**src/rtl/keypad_scanner.sv**
```systemverilog
// 4x4 keypad scanner: walks the columns through the external decoder, debounces
// whole-scan results and emits one key event per physical press.
//
// state    | meaning
// IDLE     | no key held, waiting for a non-empty scan
// PRESS_DB | candidate key seen, waiting for it to stay stable
// HELD     | key accepted and event emitted, waiting for release
// REL_DB   | empty scans seen, waiting for the release to stay stable
module keypad_scanner #(
  parameter int SCAN_DIV       = 1000,
  parameter int DEBOUNCE_SCANS = 4
) (
  input  logic       clock,
  input  logic       reset,
  input  logic       enable,
  input  logic [1:0] row_result,
  input  logic       valid_out,
  output logic [1:0] col_selector,
  output logic [3:0] key,
  output logic       keytype,
  output logic       valid_iteration
);

  localparam int DW = $clog2(SCAN_DIV);
  localparam int SW = $clog2(DEBOUNCE_SCANS + 1);
  localparam logic [DW-1:0] DWELL_LAST = DW'(SCAN_DIV - 1);
  localparam logic [SW-1:0] STAB_MAX   = SW'(DEBOUNCE_SCANS);

  typedef enum logic [1:0] {IDLE, PRESS_DB, HELD, REL_DB} state_t;

  state_t          state, state_nxt;
  logic [DW-1:0]   dwell;
  logic [SW-1:0]   stab, stab_nxt;
  logic            part_found, prev_found, res_found;
  logic [3:0]      part_code, prev_code, res_code, col_code;
  logic            sample, scan_end, match, stable, accept;

  function automatic logic [3:0] map_key(input logic [1:0] col, input logic [1:0] row);
    logic [3:0] code;
    code = 4'h0;
    case ({row, col})
      4'b0000: code = 4'h1;
      4'b0001: code = 4'h2;
      4'b0010: code = 4'h3;
      4'b0011: code = 4'hA;
      4'b0100: code = 4'h4;
      4'b0101: code = 4'h5;
      4'b0110: code = 4'h6;
      4'b0111: code = 4'hB;
      4'b1000: code = 4'h7;
      4'b1001: code = 4'h8;
      4'b1010: code = 4'h9;
      4'b1011: code = 4'hC;
      4'b1100: code = 4'hF;
      4'b1101: code = 4'h0;
      4'b1110: code = 4'hE;
      4'b1111: code = 4'hD;
      default: code = 4'h0;
    endcase
    return code;
  endfunction

  assign sample   = enable && (dwell == DWELL_LAST);
  assign scan_end = sample && (col_selector == 2'd3);
  assign col_code = map_key(col_selector, row_result);

  // Column 3 is folded in combinationally so the scan can be judged on its own sample edge.
  assign res_found = part_found | valid_out;
  assign res_code  = part_found ? part_code : col_code;
  assign match     = (res_found == prev_found) && (!res_found || (res_code == prev_code));
  assign stab_nxt  = !match ? SW'(1) : ((stab == STAB_MAX) ? stab : stab + 1'b1);
  assign stable    = (stab_nxt == STAB_MAX);

  always_ff @(posedge clock) begin
    if (reset) state <= IDLE;
    else       state <= state_nxt;
  end

  always_comb begin
    state_nxt = state;
    accept    = 1'b0;
    if (scan_end) begin
      case (state)
        IDLE: begin
          if (res_found) begin
            if (stable) begin
              state_nxt = HELD;
              accept    = 1'b1;
            end else begin
              state_nxt = PRESS_DB;
            end
          end
        end
        PRESS_DB: begin
          if (!res_found || !match) begin
            state_nxt = IDLE;
          end else if (stable) begin
            state_nxt = HELD;
            accept    = 1'b1;
          end
        end
        HELD: begin
          if (!res_found) state_nxt = stable ? IDLE : REL_DB;
        end
        REL_DB: begin
          if (res_found)   state_nxt = HELD;
          else if (stable) state_nxt = IDLE;
        end
        default: state_nxt = IDLE;
      endcase
    end
  end

  always_ff @(posedge clock) begin
    if (reset) begin
      dwell           <= '0;
      col_selector    <= 2'd0;
      stab            <= '0;
      part_found      <= 1'b0;
      part_code       <= 4'h0;
      prev_found      <= 1'b0;
      prev_code       <= 4'h0;
      key             <= 4'h0;
      keytype         <= 1'b0;
      valid_iteration <= 1'b0;
    end else begin
      valid_iteration <= accept;
      if (enable) begin
        if (sample) begin
          dwell        <= '0;
          col_selector <= col_selector + 2'd1;
          if (scan_end) begin
            part_found <= 1'b0;
            part_code  <= 4'h0;
            prev_found <= res_found;
            prev_code  <= res_found ? res_code : 4'h0;
            stab       <= stab_nxt;
          end else if (!part_found && valid_out) begin
            part_found <= 1'b1;
            part_code  <= col_code;
          end
        end else begin
          dwell <= dwell + 1'b1;
        end
        if (accept) begin
          key     <= res_code;
          keytype <= (res_code <= 4'd9);
        end
      end
    end
  end

endmodule
```
**config.mk**
```make
export PLATFORM = sky130hd
export DESIGN_NAME = keypad_scanner
export DESIGN_NICKNAME = d
export VERILOG_FILES = /design/src/rtl/keypad_scanner.sv
export SDC_FILE = /design/constraint.sdc
export NUM_CORES = 1
export LEC_CHECK = 0
export CAP_MARGIN = 20
export CORE_MARGIN = 8
export CORE_UTILIZATION = 45
export DETAILED_ROUTE_END_ITERATION = 10
export PLACE_DENSITY_LB_ADDON = 0.12
export SLEW_MARGIN = 0
export SYNTH_ARGS = -nofsm -noshare
export SYNTH_HDL_FRONTEND = slang
export SYNTH_SLANG_ARGS = --single-unit
export TNS_END_PERCENT = 100
```
**constraint.sdc**
```tcl
create_clock -name clock -period 6.5 [get_ports clock]
set_clock_uncertainty 0.2 [all_clocks]
set_input_delay 0.975 -clock clock [delete_from_list [all_inputs] [get_ports clock]]
set_output_delay 0.975 -clock clock [all_outputs]
set_load 0.05 [all_outputs]
```
==> results.py <==
metrics = {
    "outcome": {
        "outcome": "completed",
    },
    "floorplan": {
        "start_util": 0.4672,
        "row_count": 24,
        "core-area_sq_mm": 0.004354,
        "die_h_microns": 83.24,
        "ios": 14,
        "fp.dieW_microns": 83.24,
        "die_area_sq_mm": 0.006929,
    },
    "clock_network": {
        "ctsHoldBuffers": 0,
        "cts_tree": "yes",
        "clk_path_buf_depth": 2,
        "h-tree-depth": 2,
        "clk_pin_slew_ns": 0.07,
        "cts_root_buf": "clkbuf_8",
        "numCtsBuffers": 5,
        "clock_sinks": 33,
        "insertion_delay_ns": 0.29,
        "post_cts_resized": 0,
        "cts_setup_buffers": 0,
    },
    "route": {
        "drt_iter0_markers": 182,
        "first_pass_iters": 4,
        "drc": 0,
        "vias": 1831,
        "wl_per_cell_microns": 15.02,
        "ant_nets": 0,
        "routed_via_density": 5.869,
        "finalWirelength_microns": 4685,
    },
    "worst_setup_path": {
        "worst-path-buf-inv": 1,
        "cpLargestDelayFamily": "simple AND/OR/NAND/NOR gates",
        "worstPathArrival_ns": 3.52,
        "cp_slowest_cell": "clkdlybuf4s50_1",
        "reg2reg_from": "col_selector[0]$_SDFFE_PP0P_",
        "setup.worst_path.start": "row_result[0]",
        "critical_path_required_ns": 6.48,
        "reg2reg_setup_slack_ns": 3.72,
        "worstSetupPathType": "input pin to register",
        "worst_setup_path_start_kind": "input pin",
        "worstSetupEndpointType": "register",
        "crit_chain": "clkdlybuf4s50_1 > ha_1 > xor2_1 > a22o_1 > nor4_2 > and2_1 > nand2_1 > o41ai_1",
        "max_stage_delay_ns": 0.67,
        "path_max_fanout": 10,
    },
    "grt": {
        "grt_pass1_vias": 1650,
        "grt_pass1_wl_microns": 7872,
        "grt_usage": 0.1346,
        "antenna_found_initial": 0,
        "globalRouteOverflowTotal": 0,
        "grt_max_degree": 28,
    },
    "yosys": {
        "synth_seq_cells": 33,
        "syn-instance-count": 250,
        "syn_area_sq_mm": 0.002034,
        "yosysSeqAreaShare": 0.3247,
        "synth_enable_flop_cells": 0,
        "async_flop_share": 0,
        "ys.flop_type": "dfxtp_1",
        "ys_types": 51,
        "syn-mean-instance-area_sq_um": 8.138,
        "ys_warn_count": 0,
        "synth_fp_nets": 265,
    },
    "layout": {
        "post-route-util": 0.5201,
        "syn_to_final_growth_pct": 11.32,
        "n_antenna_cell": 0,
        "num-nets-final": 274,
        "final_layout_size_suffix_gt1_frac": 0.06538,
    },
    "timing": {
        "fin_tns_setup_ns": 0,
        "setup_viol": 0,
        "period_needed_ns": 3.548,
        "slew_violations": 0,
        "hold_viol": 0,
        "clock.fmax_ghz": 0.2819,
        "fin_crit_sh": 0.5458,
        "layout_setup_ws_ns": 2.952,
        "finalHoldWorstSlack_ns": 0.2684,
        "slew_headroom": 0.2571,
        "rsz0062_at_grt": "false",
        "tightest_slew_ns": 1.111,
    },
    "power": {
        "ir_drop_mv": 0.1178,
        "power_density_mw_per_mm2": 169.7,
        "p_total_uw": 384.3,
        "leakage_nw": 0.7981,
    },
    "placement": {
        "gp_congestion": 0.8582,
        "hpwl_microns": 3353,
        "io_buffers": 13,
        "preCtsSetupSlack_ns": 2.723,
    },
    "hold_path": {
        "min_from": "key[3]$_SDFFE_PP0P_",
        "hold_path.class": "register to register",
    },
    "flow_run": {
        "max_cap_violations": 0,
    },
}
[Yosys cell counts (2+ instances only)]
cell	n	area share
clkbuf_1	4	0.0074
nor3_1	4	0.0098
o211ai_1	5	0.018
a211oi_1	2	0.0074
nor3b_1	2	0.0074
o31ai_1	4	0.015
nor2_1	29	0.054
dfxtp_1	33	0.32
o21ai_0	2	0.0049
or3_1	2	0.0061
xor2_1	10	0.043
a22o_1	2	0.0086
mux2_2	3	0.017
nand4_1	11	0.034
buf_2	8	0.020
nand2b_1	3	0.0092
inv_1	7	0.013
and4_1	2	0.0086
a211o_1	2	0.0086
nor2b_1	4	0.012
nand2_1	27	0.050
a21oi_1	24	0.059
xnor2_1	3	0.013
and3_1	3	0.0092
nand3_1	13	0.032
and2_1	2	0.0061
ha_1	9	0.055
mux2i_1	6	0.030
nor4b_1	2	0.0086
[cells by family (layout without fill, tap and decap cells)]
logic type | after synthesis | after routing | share of synthesized area
multiplexers | 9 | 9 | 0.04613
AND/OR/NAND/NOR | 111 | 111 | 0.2798
buffers and inverters | 19 | 29 | 0.03998
flip-flops | 33 | 33 | 0.3247
XOR/XNOR | 13 | 13 | 0.05597
AO/OA/AOI/OAI | 56 | 56 | 0.1980
adder cells (fa/ha/maj) | 9 | 9 | 0.05535
[where the power goes]
group | internal [mW] | leakage, nW | total (mW) | switching [mW]
combinational | 0.0107 | 0.487 | 0.0286 | 0.0179
clock | 0.0742 | 0.0450 | 0.152 | 0.0773
sequential | 0.203 | 0.266 | 0.204 | 0.000966
[per-layer routing]
metal	global-route usage	up-vias	share of wire
li1	-	927	-
met3	0.04004	11	0.063
met1	0.1808	840	0.50
met2	0.1924	53	0.42
met5	0	-	0
met4	0.05751	0	0.018
[layout make-up]
| class | instances | area [sq um] |
|---|---|---|
| clock buffers | 6 | 72.57 |
| clock inverters | 2 | 10.01 |
| fillers | 437 | 2090 |
| inverters | 7 | 26.28 |
| multi-input cells | 198 | 1292 |
| flip-flops and latches | 33 | 660.6 |
| well taps | 52 | 65.06 |
| repair buffers | 14 | 137.6 |
[flip-flops by register name, indices dropped and copies added (netlist names)]
register	count
state	2
valid_iteration	1
part_code	4
prev_code	4
key	4
col_selector	2
part_found	1
prev_found	1
keytype	1
stab	3
dwell	10
[tightest hold or removal path: stages (launching register included)]
cell and delay (ns):
dfxtp_1 0.31, o31ai_1 0.06, a21oi_1 0.05
[worst paths after layout]
check,cells past startpoint,to
max,8,state[1]$_SDFFE_PP0P_
min,2,key[3]$_SDFFE_PP0P_
max reg2reg,8,state[1]$_SDFFE_PP0P_
min reg2reg,2,key[3]$_SDFFE_PP0P_
[through the flow]
stage,cells,instance area (sq um)
finish,312,2265
global route,312,2265
CTS,312,2265
detailed placement,304,2182
global placement,304,2182
floorplan,250,2034
[placed cells by master, fill, tap and decap left out, drive strengths merged, types with 4 or more instances in the layout]
cell type / netlist / final
a21oi: 25 / 25
inv: 7 / 7
o211ai: 5 / 5
o31ai: 4 / 4
nor2: 29 / 29
nand3: 13 / 13
clkbuf: 4 / 6
nor2b: 4 / 4
mux2i: 6 / 6
clkdlybuf4s50: 0 / 13
dfxtp: 33 / 33
xor2: 10 / 10
ha: 9 / 9
nand2: 27 / 27
nand4: 11 / 11
nor3: 4 / 4
(Power assumes the default switching activity.)
